## src/rtl/adaptive_threshold_seq.sv

```systemverilog
// Frame sequencer and threshold stage: launches the box filter, then raster-scans image + threshold.
// Optional box-filter watchdog (oTimeout) is enabled by defining ADAPTIVE_THRESHOLD_WATCHDOG_EN.
module adaptive_threshold_seq #(
    parameter int unsigned WIDTH_BITS     = 8,
    parameter int unsigned HEIGHT_BITS    = 8,
    parameter int unsigned COLOR_BITS     = 3,
    parameter int unsigned FRAME_CNT_BITS = 16
`ifdef ADAPTIVE_THRESHOLD_WATCHDOG_EN
    ,
    parameter int unsigned TIMEOUT_CYCLES = 2**20
`endif
) (
    input  logic                      clock,
    input  logic                      reset,
    input  logic                      iStart,
    input  logic                      iContinuous,
    input  logic [7:0]                iOffset,
    input  logic                      iInvert,
    output logic                      oBusy,
    output logic                      oDone,
    output logic [FRAME_CNT_BITS-1:0] oFrameCount,
    output logic                      oBoxStart,
    input  logic                      iBoxFinished,
    input  logic [WIDTH_BITS-1:0]     iBoxImageCol,
    input  logic [HEIGHT_BITS-1:0]    iBoxImageRow,
    output logic [WIDTH_BITS-1:0]     oImageCol,
    output logic [HEIGHT_BITS-1:0]    oImageRow,
    input  logic [7:0]                iImageData,
    output logic [WIDTH_BITS-1:0]     oThrCol,
    output logic [HEIGHT_BITS-1:0]    oThrRow,
    input  logic [7:0]                iThrData,
    output logic                      oValid,
    output logic [WIDTH_BITS-1:0]     oX,
    output logic [HEIGHT_BITS-1:0]    oY,
    output logic [COLOR_BITS-1:0]     oR,
    output logic [COLOR_BITS-1:0]     oG,
    output logic [COLOR_BITS-1:0]     oB
`ifdef ADAPTIVE_THRESHOLD_WATCHDOG_EN
    ,
    output logic                      oTimeout
`endif
);

    typedef enum logic [2:0] {
        StIdle,
        StBoxStart,
        StBoxRun,
        StThrRun,
        StThrDrain,
        StDone
    } state_e;

    localparam logic [WIDTH_BITS-1:0]  ColMax = '1;
    localparam logic [HEIGHT_BITS-1:0] RowMax = '1;

    state_e state_q, state_d;

    logic [WIDTH_BITS-1:0]     col_q, col_d;
    logic [HEIGHT_BITS-1:0]    row_q, row_d;
    logic [7:0]                offset_q, offset_d;
    logic                      invert_q, invert_d;
    logic                      box_first_q, box_first_d;
    logic                      drain_q, drain_d;
    logic [FRAME_CNT_BITS-1:0] frame_cnt_q, frame_cnt_d;

    // Stage 1: address issued last cycle, ROM/RAM data arriving this cycle.
    logic                      p1_valid_q, p1_valid_d;
    logic [WIDTH_BITS-1:0]     p1_x_q, p1_x_d;
    logic [HEIGHT_BITS-1:0]    p1_y_q, p1_y_d;

    // Stage 2: registered pixel output.
    logic                      valid_q, valid_d;
    logic [WIDTH_BITS-1:0]     x_q, x_d;
    logic [HEIGHT_BITS-1:0]    y_q, y_d;
    logic [COLOR_BITS-1:0]     rgb_q, rgb_d;

    logic [7:0]                eff;
    logic                      pix_bit;
    logic                      box_phase;
    logic                      last_addr;

`ifdef ADAPTIVE_THRESHOLD_WATCHDOG_EN
    localparam int unsigned WdBits = (TIMEOUT_CYCLES > 1) ? $clog2(TIMEOUT_CYCLES) : 1;

    logic [WdBits-1:0] wd_cnt_q, wd_cnt_d;
    logic              timeout_q, timeout_d;
    logic              wd_expired;

    assign wd_expired = (wd_cnt_q == WdBits'(TIMEOUT_CYCLES - 1));
    assign oTimeout   = timeout_q;
`endif

    assign box_phase = (state_q == StBoxStart) || (state_q == StBoxRun);
    assign last_addr = (col_q == ColMax) && (row_q == RowMax);

    // Next-state logic.
    always_comb begin
        state_d = state_q;
        case (state_q)
            StIdle: begin
                if (iStart) state_d = StBoxStart;
            end
            StBoxStart: begin
                state_d = StBoxRun;
            end
            StBoxRun: begin
                // The finished level is stale from the previous frame on the first cycle.
                if (!box_first_q && iBoxFinished) begin
                    state_d = StThrRun;
                end
`ifdef ADAPTIVE_THRESHOLD_WATCHDOG_EN
                else if (wd_expired) begin
                    state_d = StIdle;
                end
`endif
            end
            StThrRun: begin
                if (last_addr) state_d = StThrDrain;
            end
            StThrDrain: begin
                if (drain_q) state_d = StDone;
            end
            StDone: begin
                state_d = iContinuous ? StBoxStart : StIdle;
            end
            default: begin
                state_d = StIdle;
            end
        endcase
    end

    // Scan counters, per-frame latches and frame counter.
    always_comb begin
        col_d       = col_q;
        row_d       = row_q;
        offset_d    = offset_q;
        invert_d    = invert_q;
        frame_cnt_d = frame_cnt_q;
        box_first_d = (state_q == StBoxStart);
        drain_d     = (state_q == StThrDrain) ? ~drain_q : 1'b0;

        if (state_q == StBoxStart) begin
            col_d    = '0;
            row_d    = '0;
            offset_d = iOffset;
            invert_d = iInvert;
        end else if (state_q == StThrRun) begin
            col_d = col_q + WIDTH_BITS'(1);
            if (col_q == ColMax) row_d = row_q + HEIGHT_BITS'(1);
        end

        if (state_q == StDone) frame_cnt_d = frame_cnt_q + FRAME_CNT_BITS'(1);
    end

`ifdef ADAPTIVE_THRESHOLD_WATCHDOG_EN
    always_comb begin
        wd_cnt_d  = (state_q == StBoxRun) ? wd_cnt_q + WdBits'(1) : '0;
        timeout_d = timeout_q;
        if (state_q == StIdle && iStart) begin
            timeout_d = 1'b0;
        end else if (state_q == StBoxRun && state_d == StIdle) begin
            timeout_d = 1'b1;
        end
    end
`endif

    // Threshold arithmetic: saturating subtract, compare, optional invert.
    always_comb begin
        eff     = (iThrData >= offset_q) ? (iThrData - offset_q) : 8'd0;
        pix_bit = (iImageData > eff) ^ invert_q;
    end

    // Two-stage pixel pipeline.
    always_comb begin
        p1_valid_d = (state_q == StThrRun);
        p1_x_d     = col_q;
        p1_y_d     = row_q;
        valid_d    = p1_valid_q;
        x_d        = x_q;
        y_d        = y_q;
        rgb_d      = '0;
        if (p1_valid_q) begin
            x_d   = p1_x_q;
            y_d   = p1_y_q;
            rgb_d = {COLOR_BITS{pix_bit}};
        end
    end

    always_ff @(posedge clock) begin
        if (reset) begin
            state_q     <= StIdle;
            col_q       <= '0;
            row_q       <= '0;
            offset_q    <= '0;
            invert_q    <= 1'b0;
            box_first_q <= 1'b0;
            drain_q     <= 1'b0;
            frame_cnt_q <= '0;
            p1_valid_q  <= 1'b0;
            p1_x_q      <= '0;
            p1_y_q      <= '0;
            valid_q     <= 1'b0;
            x_q         <= '0;
            y_q         <= '0;
            rgb_q       <= '0;
        end else begin
            state_q     <= state_d;
            col_q       <= col_d;
            row_q       <= row_d;
            offset_q    <= offset_d;
            invert_q    <= invert_d;
            box_first_q <= box_first_d;
            drain_q     <= drain_d;
            frame_cnt_q <= frame_cnt_d;
            p1_valid_q  <= p1_valid_d;
            p1_x_q      <= p1_x_d;
            p1_y_q      <= p1_y_d;
            valid_q     <= valid_d;
            x_q         <= x_d;
            y_q         <= y_d;
            rgb_q       <= rgb_d;
        end
    end

`ifdef ADAPTIVE_THRESHOLD_WATCHDOG_EN
    always_ff @(posedge clock) begin
        if (reset) begin
            wd_cnt_q  <= '0;
            timeout_q <= 1'b0;
        end else begin
            wd_cnt_q  <= wd_cnt_d;
            timeout_q <= timeout_d;
        end
    end
`endif

    // The shared ROM belongs to the box filter until it reports finished.
    assign oImageCol = box_phase ? iBoxImageCol : col_q;
    assign oImageRow = box_phase ? iBoxImageRow : row_q;
    assign oThrCol   = col_q;
    assign oThrRow   = row_q;

    assign oBusy       = (state_q != StIdle);
    assign oDone       = (state_q == StDone);
    assign oBoxStart   = (state_q == StBoxStart);
    assign oFrameCount = frame_cnt_q;
    assign oValid      = valid_q;
    assign oX          = x_q;
    assign oY          = y_q;
    assign oR          = rgb_q;
    assign oG          = rgb_q;
    assign oB          = rgb_q;

endmodule

```

## config.mk

```make
export PLATFORM = sky130hd
export DESIGN_NAME = adaptive_threshold_seq
export DESIGN_NICKNAME = d
export VERILOG_FILES = /design/src/rtl/adaptive_threshold_seq.sv
export SDC_FILE = /design/constraint.sdc
export NUM_CORES = 1
export LEC_CHECK = 0
export CORE_AREA = 2 2 93 131
export CTS_CLUSTER_DIAMETER = 100
export DETAILED_ROUTE_END_ITERATION = 8
export DIE_AREA = 0 0 95 133
export SLEW_MARGIN = 25
export SYNTH_ARGS = -nofsm -noshare
export SYNTH_HDL_FRONTEND = slang
export SYNTH_SLANG_ARGS = --single-unit
```

## constraint.sdc

```tcl
create_clock -name clock -period 3.3 [get_ports clock]
set_input_delay 0.495 -clock clock [delete_from_list [all_inputs] [get_ports clock]]
set_output_delay 0.495 -clock clock [all_outputs]
set_load 0.03 [all_outputs]
```

== Word level (Yosys, flattened, before mapping) ==
Index checks and enable logic that the tools add are counted.

* Logic and storage cells: 56
* Register bits: 81
* Input bits: 46

* Magnitude comparators: 2
* Reductions and logical operators: 11
* Add/sub/neg operators: 4
* Bitwise gates (word level): 4
* Multiplexer cells: 9
* Equality and inequality tests: 11

{| class="wikitable"
|+ Operators by type and width
! cell !! number
|-
| 8-bit 2-to-1 mux || 3
|-
| 3-bit one-hot mux with 6 select lines || 1
|-
| 16-bit by 1-bit adder with 16-bit output, second input constant || 1
|-
| 8-bit by 1-bit adder with 8-bit output, second input constant || 2
|-
| 8-bit equality test, second input constant || 2
|-
| 3-bit 2-to-1 mux || 4
|-
| 8-bit >= comparator || 1
|-
| 8-bit > comparator || 1
|-
| 8-bit subtractor || 1
|-
| 3-bit by 2-bit equality test with 1-bit output, second input constant || 2
|-
| 3-bit equality test, second input constant || 2
|-
| 2-bit OR reduction || 3
|-
| 2-bit by 1-bit != test with 1-bit output, second input constant || 2
|-
| 2-bit != test, second input constant || 2
|-
| 4-bit AND reduction || 1
|-
| 3-bit by 1-bit equality test with 1-bit output, second input constant || 1
|-
| 3-bit logical NOT || 1
|-
| 1-bit NOT || 3
|-
| 3-bit nonzero test || 1
|-
| 1-bit logical AND || 2
|-
| 2-bit AND reduction || 1
|-
| 1-bit logical NOT || 1
|-
| 1-bit logical OR || 1
|-
| 1-bit 2-to-1 mux || 1
|-
| 1-bit bitwise XOR || 1
|}

== Logic depth before layout (Yosys ltp) ==
* Depth after elaboration: 4
* Gate-level depth with buffers: 14

== Worst setup path after synthesis ==
OpenSTA, ideal clock, no wires.

* Path type: input to register
* From: input iThrData[0]
* To: register oB[0] (netlist name)
* Arrival: 3.113 ns
* Cell stages on the path: 13
* Setup slack: 0.111 ns
* Cell sequence: inv_1 -> ha_1 -> fa_1 -> a21boi_0 -> o21ai_0 -> nand4_1 -> a21oi_1 -> o311ai_0 -> ha_1 -> nand4_1 -> o21a_1 -> or3_1 -> a21boi_0

* Word-level cells in the longest chain between the ends: 4
* Elaborated cells on any way between the ends: 5
* Classes of those cells: 1 x add/sub; 2 x order compare; 1 x mux; 1 x bitwise

{| class="wikitable"
|+ Ends and longest elaborated chain
! element !! line !! RTL
|-
| start: declaration || 31 || <nowiki>input logic [7:0] iThrData,</nowiki>
|-
| 8-bit subtractor or 8-bit >= comparator (tied branches) || 169 || <nowiki>eff = (iThrData >= offset_q) ? (iThrData - offset_q) : 8'd0;</nowiki>
|-
| 8-bit 2-to-1 mux (*) || 169 ||
|-
| 8-bit > comparator (*) || 170 || <nowiki>pix_bit = (iImageData > eff) ^ invert_q;</nowiki>
|-
| 1-bit bitwise XOR (*) || 170 ||
|}

Mark *: on every way between the ends. The rest lies on a longest branch, timed or not.
A chain may end at the register's enable or synchronous reset.

== Worst setup path after layout ==
* From: input iThrData[1]
* To: register oB[0] (netlist name)

* Word-level cells in the longest chain between the ends: 4
* Elaborated cells on any way between the ends: 5
* Classes of those cells: 1 x add/sub; 2 x order compare; 1 x mux; 1 x bitwise

{| class="wikitable"
|+ Ends and longest elaborated chain
! element !! line
|-
| 8-bit subtractor or 8-bit >= comparator (tied branches) || 169
|-
| 8-bit 2-to-1 mux (*) || 169
|-
| 8-bit > comparator (*) || 170
|-
| 1-bit bitwise XOR (*) || 170
|}

Marks and branches as above.

==> results_dict.tcl <==
set metrics [dict create \
    place_congestion 0.830 \
    final_cell_mix "120 x clkdlybuf4s50_1, 80 x dfxtp_1, 69 x nor2_1, 22 x a21oi_1, 22 x nor2b_1" \
    ys.flop_type "dfxtp_1" \
    routedWlPerCell_um 13.1 \
    drt_iter0_drc 124 \
    syn-instance-count 425 \
    nets 610 \
    cts_hold_buf 0 \
    routed_wirelength_um 9130 \
    clock.fmax_mhz 321 \
    power.density_nw_per_um2 470 \
    cts_sinks 81 \
    layout_commonest_cell "clkdlybuf4s50_1" \
    ctsLongestPathBuffers 2 \
    synth_warnings 0 \
    die_w_um 95 \
    row_count 47 \
    async_flop_share 0 \
    worstMarginPinSlew_ns 0.699 \
    synth-seq-cells 81 \
    status "finished clean" \
    synth_cell_types 48 \
    cap_violations 0 \
    grt_pass1_vias 3065 \
    maxSlewViolCount 0 \
    antenna_found_initial 0 \
    die_y_um 133 \
    fin_skew_ns 0.00695 \
    dp_cells 679 \
    holdWs_ns 0.455 \
    hold_viol_final 0 \
    io_pins 123 \
    path_class "in -> reg" \
    min_period_ns 3.12 \
    grt_pass1_wl_um 14600 \
    drc 0 \
    initial_core_util 0.338 \
    cts_tree "built" \
    die_area_um2 12600 \
    hpwl_um 6780 \
    core-area_um2 11600 \
    antennaDiodeCount 0 \
    rsz0062_at_grt "no" \
    overflow 0 \
    firstDrtPassIters 4 \
    fin_crit_sh 0.945 \
    io_buffers 122 \
    cts_root_buf "clkbuf_16" \
    cts_buffers 9 \
    total_power_w 0.00263 \
    syn_area_um2 3910 \
    syn_to_final_growth_pct 43.1 \
    ir_drop_v 0.000251 \
    grt_max_degree 65 \
    num_vias 3257 \
    setup_viol 0 \
    synth_nets 491 \
    htreeDepth 3 \
    synth.avg_cell_area_um2 9.21 \
    ant_nets 0 \
    postLayoutCoreUtil 0.483 \
    grt.total_usage 0.147 \
    finalSetupTns_ns 0 \
    maxSlewHeadroom 0.534 \
    cp.arrival_ns 3.39 \
    synth_seq_area_share 0.414 \
    clk_pin_slew_ns 0.06 \
    min_path_type "reg -> reg" \
    path_max_fanout 3 \
    worstSetupEndpointType "flop" \
    startpoint_type "input port" \
    viasPerCell 4.68 \
    cp_data_required_time_ns 3.57 \
    p_leak_nw 2.11 \
    synth_edf_count 0 \
    drive_gt1_frac 0.104 \
    final_cells 696 \
    clk_latency_ns 0.34 \
]
==> metal layers <==
metal  global-route usage  vias up  wire length, um
li1                     -     1679                -
met1                0.168     1478             3910
met2                0.256       85             4650
met3               0.0353       15              401
met4               0.0628        0              172
met5                    0        -                0
==> critical path, cell delays in order <==
cell and delay, ns:
clkdlybuf4s50_1 0.43, buf_4 0.14, ha_1 0.29, nor2b_1 0.14
o31a_1 0.28, o21a_1 0.19, or3_1 0.31, nand3_1 0.09
ha_1 0.24, a21oi_1 0.15, o21ai_0 0.09, o21a_1 0.12
or3_1 0.30, a21boi_1 0.13
==> state kept, by name (all words and copies together), names as in the netlist <==
signal / flops
oFrameCount: 16
oThrCol: 8
oThrRow: 8
oX: 8
oY: 8
offset_q: 8
p1_x_q: 8
p1_y_q: 8
state_q: 3
box_first_q: 1
drain_q: 1
invert_q: 1
oB: 1
oValid: 1
p1_valid_q: 1
==> report_power, final <==
part           internal, W  switching, W
Clock             0.000739      0.000384
Sequential        0.000993     0.0000177
Combinational     0.000246      0.000250
Total              0.00198      0.000652
==> area by class of cell <==
cell class	instances	area, um2
repair buffers	133	1300
clock inverters	5	104
flip-flops and latches	81	1620
clock buffers	11	233
well taps	147	184
fillers	1079	5980
multi-input cells	304	2100
inverters	15	56.3
==> synthesized netlist by cell type (all sizes together), types with 2 or more instances <==
cell | n | share of area
dfxtp | 81 | 0.41
nor2 | 70 | 0.068
a21oi | 24 | 0.032
nor2b | 23 | 0.037
mux2i | 20 | 0.051
nand2 | 20 | 0.019
ha | 19 | 0.061
buf | 17 | 0.032
mux2 | 16 | 0.046
inv | 15 | 0.014
xor2 | 15 | 0.034
xnor2 | 14 | 0.031
nand4 | 12 | 0.019
o21ai | 12 | 0.015
and3 | 8 | 0.013
clkbuf | 8 | 0.0080
nand3 | 7 | 0.012
o21a | 5 | 0.0096
or3 | 5 | 0.0080
nand2b | 4 | 0.0064
nor3 | 4 | 0.0093
nor4 | 4 | 0.0080
a211oi | 3 | 0.0058
a21boi | 2 | 0.0038
and3b | 2 | 0.0045
and4 | 2 | 0.0051
o31a | 2 | 0.0045
or2 | 2 | 0.0032
==> cell families (layout without fill, tap and decap cells) <==
family | Yosys count | count (layout) | synth area share
AND/OR/NAND/NOR | 166 | 166 | 0.222
flip-flops | 81 | 81 | 0.414
AO/OA/AOI/OAI | 53 | 53 | 0.0818
XOR/XNOR | 29 | 29 | 0.0649
buffers and inverters | 40 | 164 | 0.0543
adder cells (fa/ha/maj) | 20 | 20 | 0.0659
multiplexers | 36 | 36 | 0.0972
==> metrics by stage <==
step / setup WS, ns / area [um2]
global placement: -0.363 / 5230
global route: 0.00387 / 5600
floorplan: 0.111 / 3910
detailed placement: -0.414 / 5230
finish: 0.181 / 5600
CTS: 0.0232 / 5570
==> final timing paths <==
path	endpoint	slack, ns	start	cells past startpoint
worst min-delay path	oY[4]$_SDFFE_PP0P_	0.45	p1_y_q[4]$_SDFF_PP0_	2
worst max register to register	oB[0]$_SDFF_PP0_	0.37	offset_q[0]$_SDFFE_PP0P_	14
worst min register to register	oY[4]$_SDFFE_PP0P_	0.45	p1_y_q[4]$_SDFF_PP0_	2
worst max-delay path	oB[0]$_SDFF_PP0_	0.18	iThrData[1]	14
==> timing repair <==
item | 4_1_cts | 5_1_grt
buffers inserted | 0 | 1
gates cloned | 0 | 0
resized for setup | 2 | 8
setup endpoints to repair | 1 | 1
pin swaps | 1 | 9
No activity file was read; power rests on OpenSTA's default activity.
